$ cat src/rtl/sum_bcd_display_if.sv
// Bus bundle for sum_bcd_display: one binary value in, three 7-segment digits out.
//
// Handshake: a value transfers on a rising clock edge where in_valid=1 and in_ready=1.
// in_ready is high only while the converter is idle; in_valid at any other time is
// ignored (not queued), and the producer need not hold value after the transfer edge.
// done pulses for one cycle while the HEX registers are being loaded; the new digits
// are visible after the edge that ends that cycle.
interface sum_bcd_display_if #(
    parameter int WIDTH = 8
);
    logic [WIDTH-1:0] value;
    logic             in_valid;
    logic             in_ready;
    logic             busy;
    logic             done;
    logic [6:0]       HEX0;
    logic [6:0]       HEX1;
    logic [6:0]       HEX2;

    modport master (
        output value, in_valid,
        input  in_ready, busy, done, HEX0, HEX1, HEX2
    );

    modport slave (
        input  value, in_valid,
        output in_ready, busy, done, HEX0, HEX1, HEX2
    );
endinterface

$ cat src/rtl/sum_bcd_display.sv
// Binary-to-BCD converter (shift-and-add-3) driving three active-low 7-segment
// displays {g,f,e,d,c,b,a}: HEX0 ones, HEX1 tens, HEX2 hundreds.
// One value is converted in WIDTH cycles, then the displays are loaded in one cycle.
module sum_bcd_display #(
    parameter int WIDTH = 8,  // 1..9, so the result fits three BCD digits
    parameter bit BLANK = 1   // 1 = blank leading zeros on HEX2/HEX1
) (
    input  logic                   CLOCK_50,
    input  logic                   Resetn,
    sum_bcd_display_if.slave       bus,
    output logic [1:0]             state_dbg_o
);

    typedef enum logic [1:0] {
        IDLE = 2'd0,
        CONV = 2'd1,
        LOAD = 2'd2
    } state_t;

    localparam logic [3:0] CNT_INIT  = 4'(WIDTH);
    localparam logic [6:0] SEG_BLANK = 7'b1111111;
    localparam logic [6:0] SEG_ZERO  = 7'b1000000;
    // Leading digits after reset show the same thing a converted zero would.
    localparam logic [6:0] SEG_LEAD  = BLANK ? SEG_BLANK : SEG_ZERO;

    state_t           state_q, state_d;
    logic [WIDTH-1:0] sh_q, sh_d;
    logic [11:0]      bcd_q, bcd_d;
    logic [3:0]       cnt_q, cnt_d;
    logic [6:0]       hex0_q, hex0_d;
    logic [6:0]       hex1_q, hex1_d;
    logic [6:0]       hex2_q, hex2_d;
    logic [11:0]      bcd_adj;

    // Decimal digit to active-low segment pattern; anything above 9 is blanked.
    function automatic logic [6:0] seg7(input logic [3:0] d);
        case (d)
            4'd0:    seg7 = 7'b1000000;
            4'd1:    seg7 = 7'b1111001;
            4'd2:    seg7 = 7'b0100100;
            4'd3:    seg7 = 7'b0110000;
            4'd4:    seg7 = 7'b0011001;
            4'd5:    seg7 = 7'b0010010;
            4'd6:    seg7 = 7'b0000010;
            4'd7:    seg7 = 7'b1111000;
            4'd8:    seg7 = 7'b0000000;
            4'd9:    seg7 = 7'b0010000;
            default: seg7 = SEG_BLANK;
        endcase
    endfunction

    // Add 3 to every BCD nibble that is 5 or more, so the following shift
    // carries correctly into the next decimal digit.
    function automatic logic [11:0] add3(input logic [11:0] b);
        logic [11:0] r;
        r = b;
        for (int i = 0; i < 3; i++) begin
            if (b[i*4 +: 4] >= 4'd5) begin
                r[i*4 +: 4] = b[i*4 +: 4] + 4'd3;
            end
        end
        return r;
    endfunction

    assign bcd_adj = add3(bcd_q);

    // Next-state, datapath and display-load decisions.
    always_comb begin
        state_d = state_q;
        sh_d    = sh_q;
        bcd_d   = bcd_q;
        cnt_d   = cnt_q;
        hex0_d  = hex0_q;
        hex1_d  = hex1_q;
        hex2_d  = hex2_q;
        case (state_q)
            IDLE: begin
                if (bus.in_valid) begin
                    sh_d    = bus.value;
                    bcd_d   = 12'd0;
                    cnt_d   = CNT_INIT;
                    state_d = CONV;
                end
            end
            CONV: begin
                bcd_d = {bcd_adj[10:0], sh_q[WIDTH-1]};
                sh_d  = sh_q << 1;
                cnt_d = cnt_q - 4'd1;
                if (cnt_q == 4'd1) begin
                    state_d = LOAD;
                end
            end
            LOAD: begin
                hex0_d = seg7(bcd_q[3:0]);
                hex1_d = (BLANK && bcd_q[11:4] == 8'd0) ? SEG_BLANK : seg7(bcd_q[7:4]);
                hex2_d = (BLANK && bcd_q[11:8] == 4'd0) ? SEG_BLANK : seg7(bcd_q[11:8]);
                state_d = IDLE;
            end
            default: state_d = IDLE;
        endcase
    end

    // State and datapath registers; reset wins over any pending transfer.
    always_ff @(posedge CLOCK_50) begin
        if (!Resetn) begin
            state_q <= IDLE;
            sh_q    <= '0;
            bcd_q   <= '0;
            cnt_q   <= '0;
            hex0_q  <= SEG_ZERO;
            hex1_q  <= SEG_LEAD;
            hex2_q  <= SEG_LEAD;
        end else begin
            state_q <= state_d;
            sh_q    <= sh_d;
            bcd_q   <= bcd_d;
            cnt_q   <= cnt_d;
            hex0_q  <= hex0_d;
            hex1_q  <= hex1_d;
            hex2_q  <= hex2_d;
        end
    end

    assign bus.in_ready = (state_q == IDLE);
    assign bus.busy     = (state_q != IDLE);
    // Suppressed when reset lands on the LOAD cycle, since that load is aborted.
    assign bus.done     = (state_q == LOAD) && Resetn;
    assign bus.HEX0     = hex0_q;
    assign bus.HEX1     = hex1_q;
    assign bus.HEX2     = hex2_q;
    assign state_dbg_o  = state_q;

endmodule

$ cat src/flat_wrapper.sv
// flat-port wrapper written by rule: the top's interface ports become plain ports
module sum_bcd_display_flat 
#(
    parameter int WIDTH = 8,                                              
    parameter bit BLANK = 1                                          
)
  (CLOCK_50, Resetn, state_dbg_o, bus_value, bus_in_valid, bus_in_ready, bus_busy, bus_done, bus_HEX0, bus_HEX1, bus_HEX2);
  sum_bcd_display_if #(.WIDTH(WIDTH)) bus_i ();
  input  logic CLOCK_50;
  input  logic Resetn;
  output logic [1:0] state_dbg_o;
  input wire logic [$bits(bus_i.value)-1:0] bus_value;
  input wire logic [$bits(bus_i.in_valid)-1:0] bus_in_valid;
  output wire logic [$bits(bus_i.in_ready)-1:0] bus_in_ready;
  output wire logic [$bits(bus_i.busy)-1:0] bus_busy;
  output wire logic [$bits(bus_i.done)-1:0] bus_done;
  output wire logic [$bits(bus_i.HEX0)-1:0] bus_HEX0;
  output wire logic [$bits(bus_i.HEX1)-1:0] bus_HEX1;
  output wire logic [$bits(bus_i.HEX2)-1:0] bus_HEX2;
  assign bus_i.value = bus_value;
  assign bus_i.in_valid = bus_in_valid;
  assign bus_in_ready = bus_i.in_ready;
  assign bus_busy = bus_i.busy;
  assign bus_done = bus_i.done;
  assign bus_HEX0 = bus_i.HEX0;
  assign bus_HEX1 = bus_i.HEX1;
  assign bus_HEX2 = bus_i.HEX2;
  sum_bcd_display #(.WIDTH(WIDTH), .BLANK(BLANK)) u_core (.CLOCK_50(CLOCK_50), .Resetn(Resetn), .bus(bus_i), .state_dbg_o(state_dbg_o));
endmodule
$ cat config.mk
export PLATFORM = sky130hd
export DESIGN_NAME = sum_bcd_display_flat
export DESIGN_NICKNAME = d
export VERILOG_FILES = /design/src/rtl/sum_bcd_display_if.sv /design/src/rtl/sum_bcd_display.sv /design/src/flat_wrapper.sv
export SDC_FILE = /design/constraint.sdc
export NUM_CORES = 1
export LEC_CHECK = 0
export ABC_AREA = 1
export BUFFER_PORTS_ARGS = -buffer_cell sky130_fd_sc_hd__buf_2
export CAP_MARGIN = 20
export CELL_PAD_IN_SITES_DETAIL_PLACEMENT = 0
export CELL_PAD_IN_SITES_GLOBAL_PLACEMENT = 1
export CORE_AREA = 2 2 63 124
export CTS_BUF_LIST = sky130_fd_sc_hd__clkbuf_4 sky130_fd_sc_hd__clkbuf_8 sky130_fd_sc_hd__clkbuf_16
export CTS_CLUSTER_SIZE = 8
export DETAILED_ROUTE_END_ITERATION = 12
export DIE_AREA = 0 0 65 126
export PLACE_DENSITY = 0.73
export SLEW_MARGIN = 20
export SYNTH_ARGS = -nofsm -noshare
export SYNTH_HDL_FRONTEND = slang
export SYNTH_SLANG_ARGS = --single-unit
$ cat constraint.sdc
create_clock -name CLOCK_50 -period 2.7 [get_ports CLOCK_50]
set_input_delay 0.27 -clock CLOCK_50 [delete_from_list [all_inputs] [get_ports CLOCK_50]]
set_output_delay 0.27 -clock CLOCK_50 [all_outputs]
set_load 0.01 [all_outputs]
* Word level (Yosys, flattened, before mapping)
Memories as Yosys holds them, arrays and structs flattened. A register that Yosys moved wholly into a read port is not among the register bits.
Cells that the tools add are included.
** Cells by class
- Shift operators :: 0
- Multiplexer cells :: 18
- Divide/modulo/power cells :: 0
- Eq/ne operators :: 5
- Magnitude comparators :: 3
- Multipliers :: 0
- Add/subtract/negate cells :: 4
- Reduce and logical (&&, ||, !) cells :: 9
- Bitwise gates (word level) :: 0
** Operators with widths (number)
- two-way mux 4 bit :: 7
- case mux 12 bit (2 select lines) :: 1
- case mux 8 bit (2 select lines) :: 1
- two-way mux 7 bit :: 2
- greater-or-equal comparator 4 x 3 -> 1 bit, second input constant :: 3
- two-way mux 12 bit :: 1
- adder 4 x 2 -> 4 bit, second input constant :: 2
- zero test 8 bit :: 1
- two-way mux 8 bit :: 1
- case mux 4 bit (2 select lines) :: 1
- == test 4 x 1 -> 1 bit, second input constant :: 1
- zero test 4 bit :: 1
- two-way mux 2 bit :: 2
- case mux 2 bit (2 select lines) :: 1
- AND reduction 2 bit :: 2
- nonzero test 2 bit :: 2
- subtractor 4 x 1 -> 4 bit, second input constant :: 1
- adder 3 x 2 -> 3 bit, second input constant :: 1
- two-way mux 3 bit :: 1
- == test 2 x 1 -> 1 bit, second input constant :: 1
- == test 2 bit, second input constant :: 1
- zero test 2 bit :: 1
- != test 2 x 1 -> 1 bit, second input constant :: 1
- != test 2 bit, second input constant :: 1
- other kinds (2) :: 2
** Storage, ports and cells
- RAM bits :: 0
- Latch bits :: 0
- Output and inout port bits :: 26
- Flip-flop bits (word level) :: 40
- ROM bits :: 336
- Word-level logic and storage cells :: 48
- Memories kept :: 3
** Memory list
- (name not given) :: depth 16, width 7, rd ports 1, clocked after memory_dff 1, wr ports 0, line sum_bcd_display.sv:37 : case (d)
- (name not given) :: depth 16, width 7, rd ports 1, clocked after memory_dff 1, wr ports 0, line sum_bcd_display.sv:37
- (name not given) :: depth 16, width 7, rd ports 1, clocked after memory_dff 1, wr ports 0, line sum_bcd_display.sv:37

* Depth between registers and ports, before layout
Gate-level depths: netlist of run 1.
- Depth in word-level cells :: 5
- Gate-level depth with buffers :: 16
- Gate-level depth less buffers :: 16

* Worst setup path after synthesis of run 1
No wires, ideal clock.
- Path type :: reg-to-reg
- From :: reg u_core.bcd_q[4]
- To :: reg with a tool-made name
- Arrival :: 1.764 ns
- Cell stages (with the launch flop) :: 16
- Buffers on the path :: 0
- Setup time :: 0.121 ns
- Path slack :: 0.816 ns
- Cell sequence :: dfxtp_1 -> inv_1 -> ha_1 -> inv_1 -> nand2_1 -> nand3_1 -> nand2_1 -> nand3_1 -> o21ai_2 -> nand2_1 -> inv_1 -> ha_1 -> nand3_1 -> nand2_1 -> nand2_1 -> nand2_1
** RTL lines
- from (decl) :: line sum_bcd_display.sv:28 : logic [11:0] bcd_q, bcd_d;
- from (signal assigned) :: line sum_bcd_display.sv:108 : bcd_q <= '0;
- from (signal assigned) :: line sum_bcd_display.sv:116 : bcd_q <= bcd_d;

==> impl_metrics.py, run 1 <==
metrics = {
    "synthesis": {
        "synth-edff-count": 0,
        "async_reset_ff_share_pct": 0,
        "yosysTopAreaCell": "dfxtp_1",
        "synth_warnings": 0,
        "yosysTopAreaCellShare_pct": 40.4,
        "synth.distinct_cells": 32,
        "syn_inst": 379,
        "synth_seq_cells": 61,
        "yosys-top-cells-area": "dfxtp_1 40%, nand2_1 12%, ha_1 9.5%",
        "yosysSeqAreaShare_pct": 40.4,
        "syn_area_sq_mm": 0.00302,
        "synthFlopType": "dfxtp_1",
        "synth_nets": 413,
        "postSynthAreaPerCell_sq_um": 7.97,
    },
    "floorplan": {
        "dieArea_sq_mm": 0.00819,
        "start_util_pct": 41.9,
        "die_w_microns": 65,
        "rows": 44,
        "die_h_microns": 126,
        "coreArea_sq_mm": 0.00721,
        "ios": 37,
    },
    "timing": {
        "worst_slack_ns": 0.529,
        "period_needed_ns": 2.17,
        "slew_headroom_pct": 68.4,
        "min_period_over_period_pct": 80.4,
        "hold_viol": 0,
        "tns_ns": 0,
        "skew_ns": 0.00496,
        "rsz0062_at_grt": "no",
        "maxSlewViolCount": 0,
        "max_slew.worst_pin.slew_ns": 0.471,
        "finalSetupViolations": 0,
        "max_freq_mhz": 461,
    },
    "layout": {
        "multi_input_area_sq_mm": 0.00152,
        "syn_to_final_growth_pct": 19.5,
        "nets": 453,
        "layout.cells.most_common_list": "94 x nand2_1, 61 x dfxtp_1, 45 x inv_1",
        "final_common_cell": "nand2_1",
        "drive_gt1_share_pct": 20.3,
        "regArea_sq_mm": 0.00122,
        "fillerInstances": 738,
        "diodes": 0,
    },
    "flow_run": {
        "maxCapViolCount": 0,
    },
    "placed_design": {
        "dp_hpwl_microns": 5180,
        "io_buffer_count": 36,
        "gp_congestion": 0.887,
        "dpl_worst_slack_ns": 0.550,
    },
    "clocking": {
        "clk_pin_slew_ns": 0.05,
        "post_cts_buffers": 0,
        "clock_sinks": 61,
        "cts_tree": "yes",
        "ctsResizeCount": 0,
        "htree_levels": 3,
        "clock_latency_ns": 0.33,
        "clockBufferDepth": 2,
        "numCtsBuffers": 9,
        "clock_tree.root_cell": "clkbuf_16",
        "holdBufCountCts": 0,
    },
    "critical_path": {
        "crit_path_end_kind": "flop",
        "slowest_delay_ns": 0.39,
        "arrival_ns": 2.38,
        "crit_type": "flop to flop",
        "crit_chain": "inv_1 -> ha_1 -> inv_1 -> nand2_1 -> nand3_1 -> nand2_1 -> nand3_1 -> o21ai_2 -> nand2_1 -> inv_1 -> ha_1 -> nand3_1 -> nand2_1 -> nand2_1 -> nand2_1",
        "path_common_cell": "nand2_1",
        "crit_path_top_delay_cell": "dfxtp_1",
        "r2r_setup_slack_ns": 0.53,
        "critPathRequiredTime_ns": 2.91,
        "startpoint_type": "flop",
        "crit_fanout": 5,
    },
    "pwr": {
        "p_leak_nw": 1.73,
        "pwr_density_cell_mw_per_mm2": 660,
        "peakVddDrop_uv": 394,
    },
    "global_routing": {
        "overflow": 0,
        "grt_pass1_wl_microns": 11600,
        "antenna_found_initial": 0,
        "track_usage_pct": 18.5,
        "first_global_vias": 2613,
        "grt_max_degree": 25,
    },
    "route": {
        "drc": 0,
        "vias": 2589,
        "dr.pass1.iters": 4,
        "routed_wl_microns": 6850,
        "vias_per_cell": 5.02,
        "detail_route.wl_per_cell_microns": 13.3,
        "dr.first_iter.drc_count": 90,
        "drtAntennaViolNets": 0,
    },
    "status": {
        "outcome": "completed",
    },
    "hold_path": {
        "hold_path.class": "primary input to flop",
    },
}
worst paths after layout:
check | from | to | depth (start not counted)
min reg2reg | flop | u_core.bus.HEX2[5] | 2
max | u_core.bcd_q[4] | flop | 15
max reg2reg | u_core.bcd_q[4] | flop | 15
min | bus_value[0] | u_core.sh_q[0] | 3
logic make-up after synthesis:
| logic type | share of synthesized area (%) |
|---|---|
| flip-flops | 40.4 |
| buffers and inverters | 9.15 |
| AND/OR/NAND/NOR | 24.6 |
| XOR/XNOR | 0.290 |
| AO/OA/AOI/OAI | 16.0 |
| adder cells (fa/ha/maj) | 9.52 |
routing by layer:
layer	share of wire (%)	vias to the layer above	track usage, %
met5	0	-	0
met4	3.5	0	10.8
met3	3.5	18	4.02
met2	57	61	35.6
met1	36	1175	16.8
li1	-	1335	-
layout make-up:
cell class | instances | area share (%)
multi-input cells | 254 | 42.2
flip-flops and latches | 61 | 33.8
clock buffers | 12 | 7.21
repair buffers | 40 | 5.82
inverters | 53 | 5.79
well taps | 92 | 3.19
clock inverters | 4 | 1.94
cell usage after synthesis (4+ instances only):
| cell type | instances |
|---|---|
| o22ai_1 | 24 |
| buf_2 | 6 |
| nand2_1 | 94 |
| inv_2 | 6 |
| o21ai_0 | 17 |
| dfxtp_1 | 61 |
| inv_1 | 45 |
| buf_4 | 5 |
| nor2_1 | 14 |
| nand4_1 | 6 |
| ha_1 | 23 |
| nand3_1 | 30 |
| o211ai_1 | 5 |
| nand2_4 | 5 |
| nand2_2 | 4 |
| a21oi_1 | 9 |
| o21ai_2 | 4 |
power breakdown:
part           internal [mW]  total (mW)  switching [mW]
registers              0.932       0.948          0.0158
clock network          0.864        1.25           0.386
logic                 0.0608       0.183           0.122
total                   1.86        2.38           0.524
critical path: cells and delay by family, from the launching register on:
| kind | cells | cell delay, ns |
|---|---|---|
| DFF | 1 | 0.39 |
| AOI/OAI and AO/OA | 1 | 0.09 |
| and+or+nand+nor | 9 | 0.76 |
| buffers and inverters | 3 | 0.26 |
| adders and majority gates | 2 | 0.55 |
per-stage QoR:
stage | hold WS, ns | cells | utilization [%] | instance area, sq um | total power [mW]
after global placement | 0.428 | 500 | 45.5 | 3280 | 1.15
after floorplan | 0.418 | 379 | - | 3020 | 1.10
after global routing | 0.229 | 516 | 50.1 | 3610 | 2.48
after CTS | 0.191 | 516 | 50.1 | 3610 | 2.42
after detailed placement | 0.432 | 500 | 45.5 | 3280 | 1.15
final | 0.200 | 516 | 50.1 | 3610 | 2.38
Power figures use the tool's default switching activity.
==> run 2, diff against run 1 <==
- ABC_AREA: 1 -> 0
- CORE_AREA: 2 2 63 124 -> 2 2 63 125
- DIE_AREA: 0 0 65 126 -> 0 0 65 127
- PLACE_DENSITY: 0.73 -> 0.74
- clock period: 2.7 -> 2.2 ns (I/O delays scaled with it)
==> run 2 against run 1 <==
Largest power group unchanged. Critical path depth decreased by 7. Setup slack got worse by 0.45 ns. Sequential share of layout area decreased by 3.2 points. Critical path type unchanged.
==> impl_metrics.py, run 2 <==
metrics = {
    "critical_path": {
        "startpoint_type": "flop",
        "r2r_start": "u_core.bcd_q[9]",
        "r2r_setup_slack_ns": 0.08,
        "critPathRequiredTime_ns": 2.38,
        "crit_type": "flop to flop",
        "reg2reg_depth": 8,
        "crit_path_end_kind": "flop",
        "arrival_ns": 2.31,
        "crit_fanout": 3,
    },
    "floorplan": {
        "start_util_pct": 43.4,
        "dieArea_sq_mm": 0.00826,
        "rows": 44,
        "die_w_microns": 65,
        "die_h_microns": 127,
        "ios": 37,
        "coreArea_sq_mm": 0.00721,
    },
    "timing": {
        "min_period_over_period_pct": 96.5,
        "max_freq_mhz": 471,
        "hold_viol": 0,
        "worst_slack_ns": 0.0774,
        "slew_headroom_pct": 60.2,
        "finalSetupViolations": 0,
        "period_needed_ns": 2.12,
        "max_slew.worst_pin.slew_ns": 0.596,
        "tns_ns": 0,
        "skew_ns": 0.00631,
        "maxSlewViolCount": 0,
    },
    "synthesis": {
        "yosysTopAreaCell": "dfxtp_1",
        "syn_inst": 363,
        "async_reset_ff_share_pct": 0,
        "synth_mux_area_share_pct": 0.960,
        "postSynthAreaPerCell_sq_um": 8.62,
        "synth_nets": 397,
        "synth_adder_area_share_pct": 9.20,
        "syn_area_sq_mm": 0.00313,
        "synth_compound_area_share_pct": 23.5,
        "synth_common_cells": "61 x dfxtp_1, 41 x nand2_1, 31 x nor2_1",
        "yosys-top-cells-area": "dfxtp_1 39%, ha_1 9.2%, nand2_1 4.9%",
        "synth.most_common_cell": "dfxtp_1",
        "yosysSeqAreaShare_pct": 39.0,
        "synth.distinct_cells": 61,
        "yosysTopAreaCellShare_pct": 39.0,
        "synth_seq_cells": 61,
        "synthFlopType": "dfxtp_1",
        "synth_warnings": 0,
        "synth_xor_area_share_pct": 1.12,
        "synth-simple-area-share_pct": 20.2,
        "synth_top_family_by_area": "compound AO/OA/AOI/OAI gates",
        "synth-edff-count": 0,
    },
    "layout": {
        "nets": 458,
        "drive_gt1_share_pct": 28.4,
        "final_common_cell": "dfxtp_1",
        "layout.cells.most_common_list": "59 x dfxtp_1, 41 x nand2_1, 37 x buf_4",
        "diodes": 0,
        "design_area_sq_mm": 0.00400,
        "syn_to_final_growth_pct": 27.8,
        "fillerInstances": 688,
    },
    "clocking": {
        "clock_sinks": 61,
        "numCtsBuffers": 9,
        "clk_pin_slew_ns": 0.05,
        "cts_tree": "yes",
        "clockBufferDepth": 2,
        "holdBufCountCts": 0,
        "htree_levels": 3,
        "clock_latency_ns": 0.33,
        "clock_tree.root_cell": "clkbuf_16",
    },
    "global_routing": {
        "overflow": 0,
        "grt_pass1_wl_microns": 12800,
        "grt_max_degree": 20,
        "track_usage_pct": 20.1,
        "antenna_found_initial": 0,
        "first_global_vias": 2805,
    },
    "pwr": {
        "peakVddDrop_uv": 424,
        "pwr_density_cell_mw_per_mm2": 749,
        "power.total_mw": 2.99,
        "p_leak_nw": 1.65,
    },
    "route": {
        "detail_route.wl_per_cell_microns": 15.3,
        "routed.top_layer": "met4",
        "drc": 0,
        "dr.first_iter.drc_count": 117,
        "met3WireLength_microns": 202,
        "vias": 2789,
        "vias_per_cell": 5.35,
        "dr.pass1.iters": 4,
        "wl_met1_microns": 3050,
        "routed_wl_microns": 7960,
        "wl_met2_microns": 4520,
        "drtAntennaViolNets": 0,
    },
    "placed_design": {
        "gp_congestion": 0.864,
        "place_area_sq_mm": 0.00358,
        "dp_hpwl_microns": 5940,
        "io_buffer_count": 36,
        "dpl_worst_slack_ns": -0.0523,
    },
    "hold_path": {
        "hold_path.class": "primary input to flop",
        "hold_path_end": "u_core.sh_q[0]",
        "hp-start": "bus_value[0]",
        "hold_path_depth": 2,
    },
    "flow_run": {
        "maxCapViolCount": 0,
    },
    "status": {
        "outcome": "completed",
    },
}
[run 2: repair_timing]
action | in CTS | in global routing
gates resized for setup | 7 | 15
buffers inserted | 0 | 1
pin swaps | 0 | 3
endpoints found under the setup margin | 7 | 10
[run 2: layout make-up]
class | instances | area (sq um) | area share, %
Timing Repair Buffer | 73 | 458 | 11.5
Tap cell | 92 | 115 | 2.88
Sequential cell | 61 | 1220 | 30.6
Clock inverter | 4 | 70.1 | 1.75
Clock buffer | 12 | 260 | 6.51
Multi-Input combinational cell | 260 | 1800 | 45.0
Inverter | 19 | 71.3 | 1.78
[run 2: worst max path at each step]
| stage | startpoint | end | slack (ns) | cells past startpoint |
|---|---|---|---|---|
| 6_report | u_core.bcd_q[9] | flop | 0.08 | 8 |
| 5_1_grt | u_core.bcd_q[9] | flop | -0.005 | 8 |
| 4_1_cts | u_core.bcd_q[4] | flop | 0.005 | 10 |
| 3_5_place_dp | u_core.bcd_q[9] | flop | -0.05 | 9 |
| 3_3_place_gp | u_core.bcd_q[8] | flop | -0.07 | 9 |
| 2_1_floorplan | u_core.bcd_q[4] | flop | 0.02 | 9 |
[run 2: cell families (layout without fill, tap and decap cells)]
logic type               count (synthesis)  count (layout)
multiplexers                             3               3
XOR/XNOR                                 4               4
AO/OA/AOI/OAI                          102             102
adder cells (fa/ha/maj)                 23              23
buffers and inverters                   42             108
AND/OR/NAND/NOR                        128             128
flip-flops                              61              61
[run 2: power breakdown]
group,internal (mW),leakage [nW],switching (mW)
clock network,1.06,0.166,0.481
registers,1.15,0.496,0.0291
logic,0.111,0.989,0.169
[run 2: stage by stage]
step | instances | util, % | hold slack [ns]
floorplan | 363 | - | 0.330
global placement | 504 | 49.6 | 0.420
detailed placement | 504 | 49.6 | 0.429
CTS | 520 | 54.6 | 0.0974
global route | 521 | 55.4 | 0.120
finish | 521 | 55.4 | 0.100
[run 2: routing by layer]
metal,up-vias,global-route usage (%)
met3,15,3.35
met2,48,38.9
met4,0,10.4
met1,1311,19.5
met5,-,0
li1,1415,-
[run 2: critical path, cell delays in order, from the launching register on]
cell      delay, ns
dfxtp_2        0.36
inv_1          0.07
ha_1           0.19
nand2b_1       0.16
a2111o_1       0.42
a31oi_4        0.20
ha_1           0.28
nor3_2         0.17
a221oi_1       0.10
==> run 3, diff against run 2 <==
- CORE_AREA: 2 2 63 125 -> 2 2 67 132
- DIE_AREA: 0 0 65 127 -> 0 0 69 134
- PLACE_DENSITY: 0.74 -> 0.69
- clock period: 2.2 -> 1.8 ns (I/O delays scaled with it)
==> run 3 against run 2 <==
The run now ends with negative setup slack left. Clock skew is 0.00089 ns higher. Highest routed layer unchanged. Sequential share of layout area decreased by 3.1 points. Sequential cell count is the same. Register-to-register slack lost 0.32 ns. Clock power up 12%. Die area rose by 12%. Total power increased by 18%. Via count rose by 5.8%. Clock-buffer cell count decreased by 1.
==> impl_metrics.py, run 3 (synthesis results as in run 2) <==
metrics = {
    "layout": {
        "final_common_cell": "buf_4",
        "layout.cells.most_common_list": "70 x buf_4, 53 x dfxtp_1, 39 x nand2_1",
        "nets": 493,
        "stdcell_count": 561,
        "final_util_pct": 54.8,
        "diodes": 0,
        "drive_gt1_share_pct": 43.8,
        "syn_to_final_growth_pct": 44.1,
    },
    "placed_design": {
        "dp_hpwl_microns": 6060,
        "io_buffer_count": 36,
        "place_inst": 535,
        "gp_congestion": 0.806,
    },
    "global_routing": {
        "first_global_vias": 2852,
        "grt_pass1_wl_microns": 13600,
        "track_usage_pct": 18.5,
        "antenna_found_initial": 0,
        "overflow": 0,
        "grt_max_degree": 27,
    },
    "timing": {
        "min_period_over_period_pct": 113,
        "worst_slack_ns": -0.241,
        "hold_viol": 0,
        "finalSetupViolations": 12,
        "rsz0062_at_grt": "yes",
        "max_freq_mhz": 490,
        "max_slew.worst_pin.slew_ns": 0.504,
        "maxSlewViolCount": 0,
        "skew_ns": 0.00720,
        "slew_headroom_pct": 66.3,
        "period_needed_ns": 2.04,
        "hold_slack_ns": 0.0577,
    },
    "pwr": {
        "pwr_density_cell_mw_per_mm2": 783,
        "p_leak_nw": 1.83,
        "power.total_mw": 3.53,
        "peakVddDrop_uv": 472,
    },
    "clocking": {
        "cts_tree": "yes",
        "numCtsBuffers": 9,
        "clock_tree.root_cell": "clkbuf_16",
        "clock_latency_ns": 0.33,
        "htree_levels": 3,
        "clk_pin_slew_ns": 0.05,
        "clock_sinks": 61,
        "clockBufferDepth": 2,
    },
    "critical_path": {
        "slowest_delay_ns": 0.37,
        "startpoint_type": "flop",
        "crit_type": "flop to flop",
        "reg2reg_depth": 10,
        "critPathRequiredTime_ns": 2.01,
        "crit_path_top_delay_cell": "dfxtp_4",
        "cp-startpoint": "u_core.bcd_q[4]",
        "crit_path_end_kind": "flop",
        "arrival_ns": 2.25,
        "crit_chain": "inv_4 -> ha_4 -> nor2b_4 -> or3_4 -> a21oi_4 -> o21ai_4 -> buf_4 -> ha_2 -> mux2i_1 -> a21oi_1",
        "r2r_start": "u_core.bcd_q[4]",
        "r2r_setup_slack_ns": -0.24,
        "crit_fanout": 4,
    },
    "route": {
        "dr.first_iter.drc_count": 102,
        "drc": 0,
        "routed_wl_microns": 8480,
        "vias": 2950,
        "detail_route.wl_per_cell_microns": 15.1,
        "vias_per_cell": 5.26,
        "dr.pass1.iters": 4,
        "drtAntennaViolNets": 0,
    },
    "floorplan": {
        "ios": 37,
        "coreArea_sq_mm": 0.00823,
        "rows": 47,
        "die_w_microns": 69,
        "start_util_pct": 38.0,
        "dieArea_sq_mm": 0.00925,
        "die_h_microns": 134,
    },
    "hold_path": {
        "hold_path.class": "primary input to flop",
    },
    "flow_run": {
        "maxCapViolCount": 0,
    },
    "status": {
        "outcome": "finished with violations",
        "violations": "negative setup slack",
    },
}
-- run 3: report_power, final --
group / leakage [nW] / internal (mW) / total, mW / switching [mW]
Combinational: 1.19 / 0.163 / 0.374 / 0.211
Sequential: 0.500 / 1.40 / 1.44 / 0.0382
Clock: 0.147 / 1.13 / 1.72 / 0.590
Total: 1.83 / 2.69 / 3.53 / 0.840
-- run 3: cell type report --
cell class	instances	area, sq um
clock inverter	4	47.5
inverter	19	76.3
sequential	61	1240
tap	98	123
multi-input combinational	260	2040
fill	785	3720
clock buffer	11	253
timing repair buffer	108	728
-- run 3: layer usage --
metal | wire length, microns | GRT usage, %
met5 | 0 | 0
met4 | 289 | 8.82
met3 | 234 | 4.13
met2 | 4690 | 34.8
met1 | 3260 | 19.0
-- run 3: stage by stage --
stage | cell area, sq um | TNS, ns | setup slack [ns]
CTS | 4310 | -1.76 | -0.195
global placement | 3890 | -1.78 | -0.190
detailed placement | 3890 | -2.10 | -0.229
finish | 4510 | -1.82 | -0.241
global route | 4510 | -2.96 | -0.322
floorplan | 3250 | -0.605 | -0.114
-- run 3: critical path, delay by kind of cell (launching register included) --
kind,cells,cell delay [ns]
adders and majority gates,2,0.31
DFF,1,0.37
muxes,1,0.16
buffers and inverters,2,0.22
AOI/OAI and AO/OA,3,0.36
and+or+nand+nor,2,0.49
-- run 3: worst min path at each step --
| stage | from | to | slack, ns | cells after the start |
|---|---|---|---|---|
| floorplan | bus_value[7] | u_core.sh_q[7] | 0.29 | 2 |
| global placement | bus_value[0] | u_core.sh_q[0] | 0.40 | 2 |
| detailed placement | bus_value[7] | u_core.sh_q[7] | 0.40 | 3 |
| CTS | bus_value[0] | u_core.sh_q[0] | 0.05 | 2 |
| global route | bus_value[0] | u_core.sh_q[0] | 0.05 | 2 |
| finish | bus_value[7] | u_core.sh_q[7] | 0.06 | 3 |
-- run 3: repair_timing --
item	4_1_cts	5_1_grt
setup buffers	4	7
hold buffers	0	0
resized for setup	18	33
endpoints found under the setup margin	21	19
pin swaps	9	13
